$ cat src/rtl/demux_8x1_deserializer_pkg.sv
// Shared widths and slot-ordering helper for the 1-to-8 serial deserializer.
package demux_pkg;

  localparam int unsigned WORD_W = 8;
  localparam int unsigned SLOT_W = 3;

  // Maps the received-bit count onto the assembly register bit position.
  function automatic logic [SLOT_W-1:0] slot_of(input logic [SLOT_W-1:0] cnt,
                                               input logic              lsb_first);
    return lsb_first ? cnt : SLOT_W'(WORD_W - 1) - cnt;
  endfunction

endpackage

$ cat src/rtl/demux_8x1_deserializer_demux_1x8.sv
// Combinational 1-to-8 decoder: one-hot write enable for the selected slot.
module demux_1x8
  import demux_pkg::*;
(
  input  logic              en,
  input  logic [SLOT_W-1:0] sel,
  output logic [WORD_W-1:0] we
);

  always_comb begin
    we = '0;
    if (en) begin
      we[sel] = 1'b1;
    end
  end

endmodule

$ cat src/rtl/demux_8x1_deserializer.sv
// Serial-to-parallel deserializer: steers valid bits into an 8-bit word and
// presents completed words through a valid/ready output register.
module demux_8x1_deserializer
  import demux_pkg::*;
#(
  parameter bit LSB_FIRST = 1'b1
) (
  input  logic              clk,
  input  logic              rst_n,
  input  logic              din,
  input  logic              din_valid,
  input  logic              clear,
  output logic [WORD_W-1:0] dout,
  output logic              dout_valid,
  input  logic              dout_ready,
  output logic [SLOT_W-1:0] slot,
  output logic              overrun
);

  logic [SLOT_W-1:0] r_cnt;
  logic [WORD_W-1:0] r_asm;
  logic [WORD_W-1:0] r_dout;
  logic              r_dout_valid;
  logic              r_overrun;

  logic              w_bit_en;
  logic [SLOT_W-1:0] w_slot;
  logic [WORD_W-1:0] w_we;
  logic [WORD_W-1:0] w_asm_next;
  logic              w_complete;
  logic              w_xfer;
  logic              w_out_free;

  assign w_slot   = slot_of(r_cnt, LSB_FIRST);
  assign w_bit_en = din_valid & ~clear;

  demux_1x8 u_demux (
    .en  (w_bit_en),
    .sel (w_slot),
    .we  (w_we)
  );

  // Completed word includes the bit arriving this cycle.
  assign w_asm_next = (r_asm & ~w_we) | ({WORD_W{din}} & w_we);
  assign w_complete = w_bit_en && (r_cnt == SLOT_W'(WORD_W - 1));
  assign w_xfer     = r_dout_valid & dout_ready;
  assign w_out_free = ~r_dout_valid | dout_ready;

  always_ff @(posedge clk) begin
    if (!rst_n) begin
      r_cnt        <= '0;
      r_asm        <= '0;
      r_dout       <= '0;
      r_dout_valid <= 1'b0;
      r_overrun    <= 1'b0;
    end else begin
      if (clear) begin
        r_cnt     <= '0;
        r_asm     <= '0;
        r_overrun <= 1'b0;
      end else if (din_valid) begin
        r_asm <= w_asm_next;
        r_cnt <= r_cnt + 1'b1;
        if (w_complete && !w_out_free) begin
          r_overrun <= 1'b1;
        end
      end

      if (w_complete && w_out_free) begin
        r_dout       <= w_asm_next;
        r_dout_valid <= 1'b1;
      end else if (w_xfer) begin
        r_dout_valid <= 1'b0;
      end
    end
  end

  assign dout       = r_dout;
  assign dout_valid = r_dout_valid;
  assign slot       = w_slot;
  assign overrun    = r_overrun;

endmodule
$ cat config.mk
export PLATFORM = sky130hd
export DESIGN_NAME = demux_8x1_deserializer
export DESIGN_NICKNAME = d
export VERILOG_FILES = /design/src/rtl/demux_8x1_deserializer_pkg.sv /design/src/rtl/demux_8x1_deserializer_demux_1x8.sv /design/src/rtl/demux_8x1_deserializer.sv
export SDC_FILE = /design/constraint.sdc
export NUM_CORES = 1
export LEC_CHECK = 0
export CORE_MARGIN = 4
export CORE_UTILIZATION = 33
export DETAILED_ROUTE_END_ITERATION = 12
export GPL_ROUTABILITY_DRIVEN = 1
export PLACE_DENSITY_LB_ADDON = 0.25
export SLEW_MARGIN = 15
export SYNTH_ARGS = -nofsm -noshare
export SYNTH_HDL_FRONTEND = slang
export SYNTH_SLANG_ARGS = --single-unit
$ cat constraint.sdc
create_clock -name clk -period 4.28 [get_ports clk]
set_input_delay 0.428 -clock clk [delete_from_list [all_inputs] [get_ports clk]]
set_output_delay 0.428 -clock clk [all_outputs]
set_load 0.03 [all_outputs]
# Word level (Yosys, flattened, before mapping)
# Cells that the tools add are included.
dict set report word_totals {
  regBits 21
}
dict set report classes {
  n_addsub 1
  order_cmp 2
  eq_ne 1
  mux 5
  n_bitwise 10
  reduce_logical 8
}
# cell count
set ops {}
lappend ops {{8-bit AND} 2}
lappend ops {{8-bit two-way mux} 1}
lappend ops {{8-bit NOT} 1}
lappend ops {{8-bit bitwise OR} 1}
lappend ops {{1-bit logical AND} 4}
lappend ops {{3-bit by 4-bit < comparator with 1-bit output, second input constant} 1}
lappend ops {{3-bit by 1-bit adder with 3-bit output, second input constant} 1}
lappend ops {{1-bit demux with 3-bit select} 1}
lappend ops {{3-bit == test, second input constant} 1}
lappend ops {{3-bit by 1-bit >= comparator with 1-bit output, second input constant} 1}
lappend ops {{1-bit two-way mux} 3}
lappend ops {{1-bit NOT} 3}
lappend ops {{1-bit AND} 2}
lappend ops {{2-bit AND reduction} 1}
lappend ops {{2-bit nonzero test} 1}
lappend ops {{2-bit OR reduction} 1}
lappend ops {{1-bit logical NOT} 1}
lappend ops {{1-bit bitwise OR} 1}

# Longest topological paths before layout
dict set report logic_depth {
  depth_word 8
  mapped_depth 6
  ltp_nobuf 5
}

# Hierarchy
# Synthesis repeated with hierarchy kept, for this count alone.
dict set report hier_totals {
  cells_unflattened 110
  area_unflattened_um2 1042.2
}
# module instances cells_each area_per_inst_um2 seq_area_each_um2
set by_module_without_submodules {}
lappend by_module_without_submodules {demux_8x1_deserializer 1 102 947.2 420.4}
lappend by_module_without_submodules {demux_1x8 1 8 95.1 0.0}

# Worst setup path before layout
# Ideal clock, no wire load.
dict set report synth_path {
  path_type {register -> register}
  start {register r_cnt[0], in the netlist slot[0]}
  end {register r_dout[0], in the netlist dout[0]}
  setup_time_ps 91
  t_arrival_ps 1492
  required_time_ps 4189
  path_slack_ps 2697
  stages_incl_launch_ff 7
  synth_period_minus_slack_ps 1583
  path_cell_list {dfxtp_1 -> ha_1 -> ha_1 -> and3b_1 -> and2_4 -> buf_6 -> a311oi_1}
}
dict set report synth_via {
  elab_chain_cells 8
  word_cells_on_any_way 13
}
# element line_no
set synth_lines {}
lappend synth_lines {{start, declared} demux_8x1_deserializer.sv:20} ;# logic [SLOT_W-1:0] r_cnt;
lappend synth_lines {{start signal, assigned} demux_8x1_deserializer.sv:63} ;# r_cnt <= r_cnt + 1'b1;
lappend synth_lines {{3-bit by 4-bit < comparator with 1-bit output (not written as such) / 3-bit by 1-bit >= comparator with 1-bit output (equally long branches)} demux_8x1_deserializer_demux_1x8.sv:13} ;# we[sel] = 1'b1;
lappend synth_lines {{1-bit logical AND (not written as such)} demux_8x1_deserializer_demux_1x8.sv:13}
lappend synth_lines {{1-bit two-way mux (not written as such)} demux_8x1_deserializer_demux_1x8.sv:13}
lappend synth_lines {{1-bit demux with 3-bit select} n/a}
lappend synth_lines {{8-bit two-way mux} demux_8x1_deserializer_demux_1x8.sv:12} ;# if (en) begin
lappend synth_lines {{8-bit NOT} demux_8x1_deserializer.sv:44} ;# assign w_asm_next = (r_asm & ~w_we) | ({WORD_W{din}} & w_we);
lappend synth_lines {{8-bit AND} demux_8x1_deserializer.sv:44}
lappend synth_lines {{8-bit bitwise OR} demux_8x1_deserializer.sv:44}
lappend synth_lines {{end signal, assigned} demux_8x1_deserializer.sv:70} ;# r_dout <= w_asm_next;
lappend synth_lines {{end, declared} demux_8x1_deserializer.sv:22} ;# logic [WORD_W-1:0] r_dout;
# Parallel ways exist; a longest one is shown, timed or not.
# A chain may end at the register's enable or synchronous reset.

# Worst setup path after layout
dict set report layout_path {
  start {register r_cnt[2], in the netlist slot[2]}
  end {output slot[2]}
}
# element line_no
set layout_rtl {}
lappend layout_rtl {{end, declared} demux_8x1_deserializer.sv:16} ;# output logic [SLOT_W-1:0] slot,
# No word-level cell between the ends.

==> impl_metrics.ini <==
[synthesis]
synth_seq_cells = 21
synth_common_cells = dfxtp_1 (21), a21oi_1 (18), a311oi_1 (7), nor2_1 (6), nand2b_1 (5)
synth_area_um2 = 923.4
yosys_warnings = 0
synth_enable_flop_cells = 0
syn-num-nets = 106
yosysUniqueCellTypes = 28
synth_largest_area_cell = dfxtp_1
syn_inst = 98
yosysSeqAreaShare = 0.4553
synthTopCellsByArea = dfxtp_1 (46%), a21oi_1 (9.8%), a311oi_1 (6.6%)
avgSynthCellArea_um2 = 9.422
synth-main-ff-cell = dfxtp_1
netlist.area_leader.share = 0.4553
synth.most_common_cell = dfxtp_1
synthArstFlopShare = 0

[min_path]
hp-class = reg2reg
min_from = overrun

[detailed_routing]
wire_per_inst_um = 14.47
routed_wl_um = 2055
dr.first_iter.drc_count = 14
via_per_inst = 5.599
drc_errors = 0
antenna_left = 0
firstDrtPassIters = 4
vias = 795

[layout]
final_core_util = 0.4323
n_antenna_cell = 0
fin_nets = 121
finalNonFillerCells = 142
area_delta_synth_final_pct = 20.19
layout-drive-gt1-share = 0.06250

[setup_path]
crit_required_ns = 3.85
slowest_delay_ns = 0.76
crit_path_max_fanout = 13
startpoint_type = flip-flop
cp.arrival_ns = 1.68
cp.depth = 1
worstPathCellList = clkdlybuf4s50_1
timing.rr.start = slot[1]
cp-startpoint = slot[2]
crit_family = buffers and inverters
reg2reg_slack_ns = 2.41
r2r_end = dout[6]
r2r_cells = 5
critPathBufInv = 1
critPathSlowestCell = clkdlybuf4s50_1
critPathKind = reg2out
crit_end = slot[2]
cp-end-kind = primary output

[clock_tree]
cts-root-buf = clkbuf_4
clk_pin_slew_ns = 0.13
h-tree-depth = 1
cts_hold_buffers = 0
cts_buffer_depth = 2
cts_setup_buffers = 0
cts_resized = 0
cts_num_sinks = 21
cts_tree = built
cts_buffers = 3
worst_skew_pair.late_latency_ns = 0.31

[global_routing]
grt_first_pass_wirelength_um = 3491
grt_use_total = 0.1253
antenna_found_initial = 0
grt_pass1_vias = 797
overflow = 0
grt_start_max_net_pins = 14

[timing]
slew_viol_final = 0
min_period_ns = 2.109
finalCritPeriodShare = 0.4929
setup_viol = 0
worstMarginPinSlew_ns = 0.4962
fin_skew_ns = 0.01280
setup_ws_ns = 2.171
tns_ns = 0
rsz0062_at_grt = no
relSlewSlack = 0.6692
hold_viol_final = 0
fmax_mhz = 474.1

[pwr]
peakVddDrop_v = 0.0002307
finalPower_mw = 0.3154
power_density_mw_per_mm2 = 284.2
cellLeakagePower_nw = 0.3568

[floorplan]
dieArea_mm2 = 0.003708
core-area_mm2 = 0.002567
start_util = 0.3596
die_w_um = 60.90
io-pin-count = 19
core.rowCount = 18
die_y_um = 60.90

[placement]
place_ws_ns = 2.227
dp_hpwl_um = 1442
io_buffers = 18
dp.cells = 138
place_congestion = 0.8055

[flow_run]
maxCapViolations = 0

[status]
status = completed
## final cells by class
class | instances | area [µm²]
fillers | 280 | 1458
flip-flops and latches | 21 | 420.4
multi-input cells | 68 | 440.4
well taps | 30 | 37.54
clock inverters | 1 | 5.005
inverters | 1 | 3.754
repair buffers | 18 | 180.2
clock buffers | 3 | 22.52
## state kept, by name (all words and copies together), names as in the netlist
register    count
dout            8
r_asm           8
dout_valid      1
overrun         1
slot            3
## worst min-delay path by stage
stage / end / slack [ns] / cells after the start
2_1_floorplan: r_asm[0] / 0.45 / 2
5_1_grt: r_asm[0] / 0.53 / 2
6_report: overrun / 0.50 / 2
4_1_cts: overrun / 0.49 / 2
3_5_place_dp: overrun / 0.46 / 2
3_3_place_gp: r_asm[0] / 0.46 / 2
## kinds of logic (layout without fill, tap and decap cells)
logic type / Yosys count / count (layout) / share of synthesized area
flip-flops: 21 / 21 / 0.4553
multiplexers: 2 / 2 / 0.02168
AO/OA/AOI/OAI: 34 / 34 / 0.2371
buffers and inverters: 9 / 23 / 0.06775
adder cells (fa/ha/maj): 2 / 2 / 0.02710
AND/OR/NAND/NOR: 30 / 30 / 0.1911
## per-layer routing
layer,global-route usage,part of all wire,up-vias
li1,-,-,391
met1,0.1474,0.46,373
met2,0.2229,0.45,29
met3,0.04468,0.079,2
met4,0.01858,0.0063,0
met5,0,0,-
## report_power, final
| part | switching (mW) | internal (mW) | leakage, nW | total [mW] |
|---|---|---|---|---|
| clock | 0.0627 | 0.0349 | 0.0177 | 0.0976 |
| sequential | 0.00119 | 0.196 | 0.169 | 0.197 |
| combinational | 0.0119 | 0.00841 | 0.170 | 0.0203 |
| total | 0.0758 | 0.240 | 0.357 | 0.315 |
## cells in the final DEF (no fill, tap or decap)
cell type / n
a21oi_1: 18
a311oi_1: 7
a311oi_2: 1
and2_1: 1
and2_4: 1
and2b_1: 1
and3b_1: 1
and4bb_2: 1
clkbuf_4: 3
clkdlybuf4s50_1: 18
clkinv_1: 1
clkinv_2: 1
dfxtp_1: 21
ha_1: 2
mux2i_1: 2
nand2_1: 3
nand2b_1: 5
nand3_1: 4
nand3b_1: 1
nand4_1: 2
nor2_1: 6
nor2b_1: 3
o21ai_0: 2
o21ai_1: 2
o31ai_1: 2
o41ai_1: 2
or3b_1: 1
## per-stage QoR
stage | cell area [µm²] | hold slack (ns)
after detailed placement | 1082 | 0.4587
after CTS | 1110 | 0.4859
after global placement | 1082 | 0.4618
after global routing | 1110 | 0.5271
after floorplan | 923.4 | 0.4520
final | 1110 | 0.4957
Power figures use the tool's default switching activity.
